$ cat config.mk
export PLATFORM = sky130hd
export DESIGN_NAME = ksa_fsm
export DESIGN_NICKNAME = d
export VERILOG_FILES = /design/src/rtl/ksa_fsm.sv
export SDC_FILE = /design/constraint.sdc
export NUM_CORES = 1
export LEC_CHECK = 0
export CORE_UTILIZATION = 31
export DETAILED_ROUTE_END_ITERATION = 8
export SYNTH_ARGS = -nofsm -noshare
export SYNTH_HDL_FRONTEND = slang
export SYNTH_SLANG_ARGS = --single-unit
$ cat constraint.sdc
create_clock -name clk -period 3.6 [get_ports clk]
set_input_delay 0.9 -clock clk [delete_from_list [all_inputs] [get_ports clk]]
set_output_delay 0.9 -clock clk [all_outputs]
set_load 0.01 [all_outputs]
$ cat src/rtl/ksa_fsm.sv
// rtl/ksa_fsm.sv - RC4 state-array init and key-scheduling FSM on the shared S RAM
// Builds S[i]=i, then runs the RC4 key schedule with secret_key, swapping in place.
// Ports:
//   clk, reset      system clock, synchronous active-high reset
//   start           level request, sampled in IDLE; held by the consumer until done
//   stop            abort from the core arbiter (ignored in IDLE and DONE)
//   secret_key      key bytes, byte 0 in the most significant position
//   q               RAM read data, valid MEM_LAT cycles after an address update
//   address, data   RAM address and write data (registered)
//   wren, rden      RAM write and read enables (registered)
//   busy, done      busy outside IDLE/DONE; done high only in DONE
module ksa_fsm #(
    parameter int KEY_BYTES = 3,
    parameter int MEM_LAT   = 2  // must be >= 1
) (
    input  logic                   clk,
    input  logic                   reset,
    input  logic                   start,
    input  logic                   stop,
    input  logic [8*KEY_BYTES-1:0] secret_key,
    input  logic [7:0]             q,
    output logic [7:0]             address,
    output logic [7:0]             data,
    output logic                   wren,
    output logic                   rden,
    output logic                   busy,
    output logic                   done
);
    localparam int KW = (KEY_BYTES > 1) ? $clog2(KEY_BYTES) : 1;
    localparam int WW = (MEM_LAT > 1) ? $clog2(MEM_LAT) : 1;
    localparam logic [KW-1:0] KEY_LAST  = KW'(KEY_BYTES - 1);
    localparam logic [WW-1:0] WAIT_LAST = WW'(MEM_LAT - 1);

    typedef enum logic [3:0] {
        S_IDLE, S_INIT, S_INIT_END, S_RD_I, S_W_I, S_CALC_J,
        S_RD_J, S_W_J, S_WR_J, S_WR_I, S_NEXT, S_DONE
    } state_t;

    state_t        state_q;
    logic [7:0]    i_q, j_q, tmp_i_q, tmp_j_q;
    logic [KW-1:0] kidx_q;   // i mod KEY_BYTES, advanced alongside i
    logic [WW-1:0] wait_q;   // RAM read-latency wait counter
    logic [7:0]    address_q, data_q;
    logic          wren_q, rden_q, busy_q, done_q;
    logic [7:0]    key_byte;

    always_comb begin
        key_byte = 8'h00;
        for (int k = 0; k < KEY_BYTES; k++) begin
            if (kidx_q == KW'(k)) begin
                key_byte = secret_key[8*(KEY_BYTES-1-k) +: 8];
            end
        end
    end

    always_ff @(posedge clk) begin
        if (reset) begin
            state_q   <= S_IDLE;
            i_q       <= 8'h00;
            j_q       <= 8'h00;
            tmp_i_q   <= 8'h00;
            tmp_j_q   <= 8'h00;
            kidx_q    <= '0;
            wait_q    <= '0;
            address_q <= 8'h00;
            data_q    <= 8'h00;
            wren_q    <= 1'b0;
            rden_q    <= 1'b0;
            busy_q    <= 1'b0;
            done_q    <= 1'b0;
        end else if (stop && (state_q != S_IDLE) && (state_q != S_DONE)) begin
            // Abort replaces the state's own action, so no write leaves this cycle.
            state_q <= S_IDLE;
            wren_q  <= 1'b0;
            rden_q  <= 1'b0;
            busy_q  <= 1'b0;
        end else begin
            case (state_q)
                S_IDLE: begin
                    if (start) begin
                        state_q <= S_INIT;
                        i_q     <= 8'h00;
                        busy_q  <= 1'b1;
                    end
                end
                S_INIT: begin
                    address_q <= i_q;
                    data_q    <= i_q;
                    wren_q    <= 1'b1;
                    i_q       <= i_q + 8'd1;
                    if (i_q == 8'hFF) begin
                        state_q <= S_INIT_END;
                    end
                end
                S_INIT_END: begin
                    wren_q  <= 1'b0;
                    rden_q  <= 1'b1;
                    i_q     <= 8'h00;
                    j_q     <= 8'h00;
                    kidx_q  <= '0;
                    state_q <= S_RD_I;
                end
                S_RD_I: begin
                    address_q <= i_q;
                    wait_q    <= '0;
                    state_q   <= S_W_I;
                end
                S_W_I: begin
                    if (wait_q == WAIT_LAST) state_q <= S_CALC_J;
                    else                     wait_q  <= wait_q + WW'(1);
                end
                S_CALC_J: begin
                    tmp_i_q <= q;
                    j_q     <= j_q + q + key_byte;
                    state_q <= S_RD_J;
                end
                S_RD_J: begin
                    address_q <= j_q;
                    wait_q    <= '0;
                    state_q   <= S_W_J;
                end
                S_W_J: begin
                    if (wait_q == WAIT_LAST) state_q <= S_WR_J;
                    else                     wait_q  <= wait_q + WW'(1);
                end
                S_WR_J: begin
                    // s[j] is captured before either write, so i==j needs no special case.
                    tmp_j_q <= q;
                    wren_q  <= 1'b1;
                    rden_q  <= 1'b0;
                    data_q  <= tmp_i_q;
                    state_q <= S_WR_I;
                end
                S_WR_I: begin
                    address_q <= i_q;
                    data_q    <= tmp_j_q;
                    state_q   <= S_NEXT;
                end
                S_NEXT: begin
                    wren_q <= 1'b0;
                    rden_q <= 1'b1;
                    if (i_q == 8'hFF) begin
                        state_q <= S_DONE;
                        busy_q  <= 1'b0;
                    end else begin
                        i_q     <= i_q + 8'd1;
                        kidx_q  <= (kidx_q == KEY_LAST) ? '0 : kidx_q + KW'(1);
                        state_q <= S_RD_I;
                    end
                end
                S_DONE: begin
                    wren_q <= 1'b0;
                    rden_q <= 1'b0;
                    busy_q <= 1'b0;
                    if (start) begin
                        done_q <= 1'b1;
                    end else begin
                        done_q  <= 1'b0;
                        state_q <= S_IDLE;
                    end
                end
                default: state_q <= S_IDLE;
            endcase
        end
    end

    assign address = address_q;
    assign data    = data_q;
    assign wren    = wren_q;
    assign rden    = rden_q;
    assign busy    = busy_q;
    assign done    = done_q;
endmodule

==> results of run 1 <==
-- how the worst max path moves through the flow --
stage	from	end	slack [ps]	depth (start not counted)
CTS	secret_key[1]	j_q[7]$_SDFFE_PP0P_	330	12
floorplan	secret_key[1]	j_q[7]$_SDFFE_PP0P_	650	11
detailed placement	secret_key[1]	j_q[7]$_SDFFE_PP0P_	-20	12
finish	secret_key[1]	j_q[7]$_SDFFE_PP0P_	320	12
global placement	secret_key[1]	j_q[7]$_SDFFE_PP0P_	50	12
global route	secret_key[1]	j_q[7]$_SDFFE_PP0P_	100	12
-- flip-flops by register name, indices dropped and copies added, names as in the netlist --
name     cells
busy         1
done         1
tmp_j_q      8
address      8
kidx_q       2
tmp_i_q      8
rden         1
i_q          8
j_q          8
wait_q       1
wren         1
data         8
state_q      4
-- layout make-up --
class,count,area share [%]
Clock buffer,12,3.91
Clock inverter,4,1.12
Inverter,9,0.799
Multi-Input combinational cell,315,47.4
Sequential cell,59,27.9
Tap cell,136,4.02
Timing Repair Buffer,65,14.8
-- logic make-up (layout without fill, tap and decap cells) --
| group | count (synthesis) | in the layout | synth area share (%) |
|---|---|---|---|
| simple gates | 166 | 166 | 23.5 |
| flops | 59 | 59 | 35.4 |
| mux | 28 | 28 | 8.39 |
| xor+xnor | 8 | 8 | 2.10 |
| fa+ha+maj | 15 | 15 | 7.42 |
| compound gates | 98 | 98 | 18.6 |
| buf+inv | 36 | 90 | 4.64 |
-- layer usage --
metal  track usage [%]  wire [um]  vias up  share of wire (%)
li1                  -          -     1553                  -
met1              21.1       4050     1395                 47
met2              26.3       3980       93                 46
met3              3.40        445       12                5.2
met4              5.46        146        0                1.7
met5                 0          0        -                  0
-- cell usage in the layout (no fill, tap or decap), types with 3 or more instances in the layout --
cell,count
sky130_fd_sc_hd__nor3_1,7
sky130_fd_sc_hd__nor2b_1,8
sky130_fd_sc_hd__o21ai_0,16
sky130_fd_sc_hd__nand2_1,47
sky130_fd_sc_hd__a311oi_1,8
sky130_fd_sc_hd__xnor2_1,5
sky130_fd_sc_hd__dfxtp_1,59
sky130_fd_sc_hd__a21oi_1,36
sky130_fd_sc_hd__inv_1,9
sky130_fd_sc_hd__nand3_1,16
sky130_fd_sc_hd__a22oi_1,5
sky130_fd_sc_hd__fa_1,8
sky130_fd_sc_hd__buf_4,10
sky130_fd_sc_hd__a211oi_1,10
sky130_fd_sc_hd__nand2b_1,4
sky130_fd_sc_hd__xor2_1,3
sky130_fd_sc_hd__ha_1,7
sky130_fd_sc_hd__clkbuf_8,12
sky130_fd_sc_hd__clkdlybuf4s50_1,55
sky130_fd_sc_hd__nor2_1,57
sky130_fd_sc_hd__nand3b_1,5
sky130_fd_sc_hd__or4_1,6
sky130_fd_sc_hd__o31ai_1,5
sky130_fd_sc_hd__or3_1,4
sky130_fd_sc_hd__mux2i_1,28
-- critical path, cell delays in order --
cell                              delay [ps]
sky130_fd_sc_hd__clkdlybuf4s50_1         460
sky130_fd_sc_hd__mux2i_1                  60
sky130_fd_sc_hd__o21ai_0                 220
sky130_fd_sc_hd__fa_1                    470
sky130_fd_sc_hd__ha_1                    240
sky130_fd_sc_hd__inv_1                    70
sky130_fd_sc_hd__fa_1                    180
sky130_fd_sc_hd__nor2b_1                  60
sky130_fd_sc_hd__o31ai_1                 270
sky130_fd_sc_hd__a21oi_1                 130
sky130_fd_sc_hd__or4_1                   400
sky130_fd_sc_hd__nand3_1                  80
-- power by group through the flow --
stage | clock network [mW] | logic (mW) | registers, mW
after global routing | 0.687 | 0.660 | 0.792
after global placement | 0 | 0.583 | 0.796
after CTS | 0.658 | 0.592 | 0.782
after detailed placement | 0 | 0.589 | 0.796
final | 0.638 | 0.590 | 0.781
after floorplan | 0 | 0.411 | 0.770
-- through the flow --
step                      setup TNS (ps)  utilization [%]  power (mW)
final                                  0             40.8        2.01
after global routing                   0             40.8        2.14
after CTS                              0             40.8        2.03
after detailed placement           -20.0             38.7        1.39
after global placement                 0             38.7        1.38
after floorplan                        0                -        1.18
==> results.toml, run 1 <==
[setup_path]
setup.worst_path.end_class = "flip-flop"
reg2regPathDepth = 12
reg2reg_setup_slack_ps = 560
worst_r2r_startpoint = "kidx_q[1]$_SDFFE_PP0P_"
critical_path.max_fanout = 3
critical_path.reg2reg.endpoint = "j_q[7]$_SDFFE_PP0P_"
cp_data_required_time_ps = 3870
arrival_ps = 3550
critical_path_class = "input pin to flip-flop"
startpoint_type = "input pin"

[pwr]
net-switching-power_uw = 648
ir_worst_vdd_mv = 0.157
pwr-share-comb_pct = 29.4
power.leakage_nw = 1.41
power.share.switching_pct = 32.2
seq_power_share_pct = 38.9
power.clock.fraction_pct = 31.8
power.internal_mw = 1.36
power.density_nw_per_um2 = 475

[timing]
final.hold.worst_slack_ps = 454
min_period_over_period_pct = 91.0
actual_transition_at_the_worst_max_transition_pin_ps = 893
post-route-min-period_ps = 3280
worst_slew_margin_rel_pct = 40.2
final.setup_skew_ps = 11.3
rsz0062_at_grt = "no"
setup_viol_count_final = 0
achievable-frequency_mhz = 305
hold_violations = 0
postLayoutSetupSlackWorst_ps = 324
final_max_tran_viols = 0

[route]
vias_per_cell = 5.09
detail-route-antenna-nets = 0
first_pass_iters = 5
drt-initial-drc-count = 145
detailroute.via_count = 3053
route.detailed.wl_per_inst_um = 14.4
detail_route.drc_violations = 0
aggregate_routed_wire_length_mm = 8.62

[grt]
groute.usage.overall_pct = 16.1
grt_antenna_before_repair = 0
grt_pass1_vias = 2805
grt_start_max_net_pins = 27
grt_first_pass_wirelength_mm = 14.2
grt_overflow_total = 0

[clock_network]
clock_sinks = 59
clk_pin_slew_worst_paths_ps = 60
cts_max_path_buffers = 2
cts_made_buffers = 9
clock_insertion_delay_worst_skew_ps = 340
ctsHoldBuffers = 0
htree_levels = 3
cts_setup_buffers = 0
cts_repair_resize_count = 0
cts.root.buffer_cell = "sky130_fd_sc_hd__clkbuf_8"
tritoncts = "done"

[logic_synthesis]
mean_instance_size_in_the_synthesized_netlist_sq_um = 8.15
synth-main-ff-cell = "sky130_fd_sc_hd__dfxtp_1"
yosysWarnings = 0
synthDominantAreaCellType = "sky130_fd_sc_hd__dfxtp_1"
yosys-top-cells-count = "sky130_fd_sc_hd__dfxtp_1 (59), sky130_fd_sc_hd__nor2_1 (57), sky130_fd_sc_hd__nand2_1 (47), sky130_fd_sc_hd__a21oi_1 (36), sky130_fd_sc_hd__mux2i_1 (28)"
synthMostInstantiatedCell = "sky130_fd_sc_hd__dfxtp_1"
seq_area_frac_synth_pct = 35.4
synth-async-reset-ratio_pct = 0
syn_area_sq_um = 3340
synth.area.top_cells = "sky130_fd_sc_hd__dfxtp_1 (35%), sky130_fd_sc_hd__mux2i_1 (8.4%), sky130_fd_sc_hd__nor2_1 (6.4%), sky130_fd_sc_hd__a21oi_1 (5.4%), sky130_fd_sc_hd__nand2_1 (5.3%)"
synth_cells = 410
synth_top_area_share_pct = 35.4
syn-num-nets = 461
synth-edff-count = 0
synth_seq_cells = 59
post_synthesis_cell_type_count = 50

[place]
dp_hpwl_mm = 6.46
port_buffers = 55
place_area_sq_um = 4020
gp_routability_congestion = 0.827
post-place-ws_ps = -20.0
dpl.cell_count = 584

[hold_path]
hold_depth = 2
timing.hold.worst.class = "flip-flop to flip-flop"
hold_start = "tmp_i_q[5]$_SDFFE_PP0P_"
hold_path_end = "tmp_i_q[5]$_SDFFE_PP0P_"

[finish]
area_delta_synth_final_pct = 26.6
n_fill_cell = 1070
insertedDiodeCount = 0
drive_above_1_share_pct = 6.25
multiInputGateArea_sq_um = 2000
post_route_insts_no_fill = 600
design_area_final_sq_um = 4230
design.final.nets = 510
layout.area.seq_sq_um = 1180

[floorplan]
ioPinCount = 56
floorplan.core_area_sq_um = 10400
die_area_sq_um = 11200
start_util_pct = 32.2
die_height_um = 106
fp-row-count = 37
floorplan.die.width_um = 106

[job]
max_cap_viol_count = 0

[run_status]
status = "finished clean"
Power figures use the tool's default switching activity.
==> inputs of run 2 (changes only) <==
Settings changed: CORE_ASPECT_RATIO from default to 1.4.
==> run 2 against run 1 <==
Largest cell class unchanged. Global-route usage grew 0.84 points. Critical endpoint unchanged. Largest power group is now the clock network. Critical path depth stayed put. Count of clock-buffer cells in the layout is 1 lower. Power is 12% higher.
==> results.toml, run 2 (synthesized netlist as in run 1, its figures left out) <==
[finish]
design.final.nets = 510
n_fill_cell = 1035
drive_above_1_share_pct = 6.26
area_delta_synth_final_pct = 29.2
finish.utilization_pct = 41.5
insertedDiodeCount = 0
layout.cells.most_common = "sky130_fd_sc_hd__dfxtp_1"
final_cell_mix = "sky130_fd_sc_hd__dfxtp_1 (59), sky130_fd_sc_hd__nor2_1 (57), sky130_fd_sc_hd__clkdlybuf4s50_1 (54)"

[timing]
actual_transition_at_the_worst_max_transition_pin_ps = 948
hold_violations = 0
rsz0062_at_grt = "no"
post-route-min-period_ps = 3250
min_period_over_period_pct = 90.3
final.setup_skew_ps = 6.40
final_max_tran_viols = 0
setup-tns-final_ps = 0
setup_viol_count_final = 0
achievable-frequency_mhz = 308
final.hold.worst_slack_ps = 452
worst_slew_margin_rel_pct = 36.5
postLayoutSetupSlackWorst_ps = 349

[grt]
grt_start_max_net_pins = 52
grt_antenna_before_repair = 0
grt_overflow_total = 0
groute.usage.overall_pct = 17.0
grt_first_pass_wirelength_mm = 15.2
grt_pass1_vias = 3029

[place]
port_buffers = 55
post-place-ws_ps = 18.6
dp_hpwl_mm = 6.69
gp_routability_congestion = 0.789

[clock_network]
cts_setup_buffers = 0
ctsHoldBuffers = 0
clock_insertion_delay_worst_skew_ps = 330
htree_levels = 3
clk_pin_slew_worst_paths_ps = 50
cts_repair_resize_count = 0
cts.root.buffer_cell = "sky130_fd_sc_hd__clkbuf_16"
cts_max_path_buffers = 2
clock_sinks = 59
tritoncts = "done"
cts_made_buffers = 9

[floorplan]
ioPinCount = 56
floorplan.die.width_um = 89.7
floorplan.core_area_sq_um = 10400
die_area_sq_um = 11200
fp-row-count = 44
die_height_um = 125
start_util_pct = 32.1

[route]
route.detailed.wl_per_inst_um = 14.7
vias_per_cell = 5.18
drt-initial-drc-count = 234
aggregate_routed_wire_length_mm = 8.85
detailroute.via_count = 3114
detail-route-antenna-nets = 0
detail_route.drc_violations = 0
first_pass_iters = 4

[hold_path]
timing.hold.worst.class = "flip-flop to flip-flop"
hold_path_end = "tmp_i_q[3]$_SDFFE_PP0P_"
hold_depth = 2
hold_start = "tmp_i_q[3]$_SDFFE_PP0P_"

[setup_path]
startpoint_type = "input pin"
arrival_ps = 3520
critical_path.reg2reg.endpoint = "j_q[7]$_SDFFE_PP0P_"
cp_data_required_time_ps = 3870
critical_path.max_fanout = 3
worst_r2r_startpoint = "kidx_q[0]$_SDFFE_PP0P_"
reg2reg_setup_slack_ps = 540
critical_path_class = "input pin to flip-flop"
setup.worst_path.end_class = "flip-flop"
reg2regPathDepth = 12

[run_status]
status = "finished clean"

[pwr]
power.leakage_nw = 1.45
power.density_nw_per_um2 = 520
ir_worst_vdd_mv = 0.285

[job]
max_cap_viol_count = 0
## run 2: cell count changes in the layout (fill, tap and decap cells not counted), sizes merged
cell | previous run | this run
clkinv | 2 | 1
clkbuf | 12 | 11
clkdlybuf4s50 | 55 | 54
clkinvlp | 1 | 2
buf | 10 | 11
## run 2: final cells by class
class | count | area, sq um | area share (%)
clock buffers | 11 | 253 | 5.86
clock inverters | 4 | 50.0 | 1.16
inverters | 9 | 33.8 | 0.783
multi-input cells | 315 | 2000 | 46.4
flip-flops and latches | 59 | 1180 | 27.4
well taps | 138 | 173 | 4.00
repair buffers | 65 | 621 | 14.4
## run 2: worst max path at each step
stage	start	to
2_1_floorplan	secret_key[1]	j_q[7]$_SDFFE_PP0P_
3_3_place_gp	secret_key[1]	j_q[7]$_SDFFE_PP0P_
3_5_place_dp	secret_key[1]	j_q[7]$_SDFFE_PP0P_
4_1_cts	secret_key[1]	j_q[7]$_SDFFE_PP0P_
5_1_grt	secret_key[1]	j_q[7]$_SDFFE_PP0P_
6_report	secret_key[1]	j_q[7]$_SDFFE_PP0P_
## run 2: per-stage QoR
stage | area, sq um | total power [mW] | instances
CTS | 4320 | 2.26 | 601
floorplan | 3340 | 1.18 | 410
detailed placement | 4010 | 1.40 | 586
finish | 4320 | 2.24 | 601
global placement | 4010 | 1.39 | 586
global route | 4320 | 2.38 | 601
## run 2: per-layer routing
metal  track usage [%]  share of wire, %  vias to the layer above
met3              3.11               4.1                       13
met2              29.5                52                       91
met5                 0                 0                        -
li1                  -                 -                     1555
met4              7.91               2.0                        0
met1              20.0                42                     1455
## run 2: worst max-delay path, cell delays in order
cell and delay, ps:
sky130_fd_sc_hd__clkdlybuf4s50_1 450, sky130_fd_sc_hd__mux2i_1 60, sky130_fd_sc_hd__o21ai_0 200, sky130_fd_sc_hd__fa_1 450
sky130_fd_sc_hd__ha_1 240, sky130_fd_sc_hd__inv_1 80, sky130_fd_sc_hd__fa_1 210, sky130_fd_sc_hd__nor2b_1 70
sky130_fd_sc_hd__o31ai_1 260, sky130_fd_sc_hd__a21oi_1 130, sky130_fd_sc_hd__or4_1 400, sky130_fd_sc_hd__nand3_1 70
## run 2: report_power, final
| group | internal, mW | switching [mW] | leakage, nW |
|---|---|---|---|
| clock network | 0.567 | 0.294 | 0.144 |
| logic | 0.283 | 0.336 | 0.831 |
| registers | 0.708 | 0.0562 | 0.477 |
==> inputs of run 3 (changes only) <==
Settings changed: GPL_ROUTABILITY_DRIVEN from default to 0.
==> results of run 3 <==
The final DEF is identical to that of run 2; final timing and power are the same.
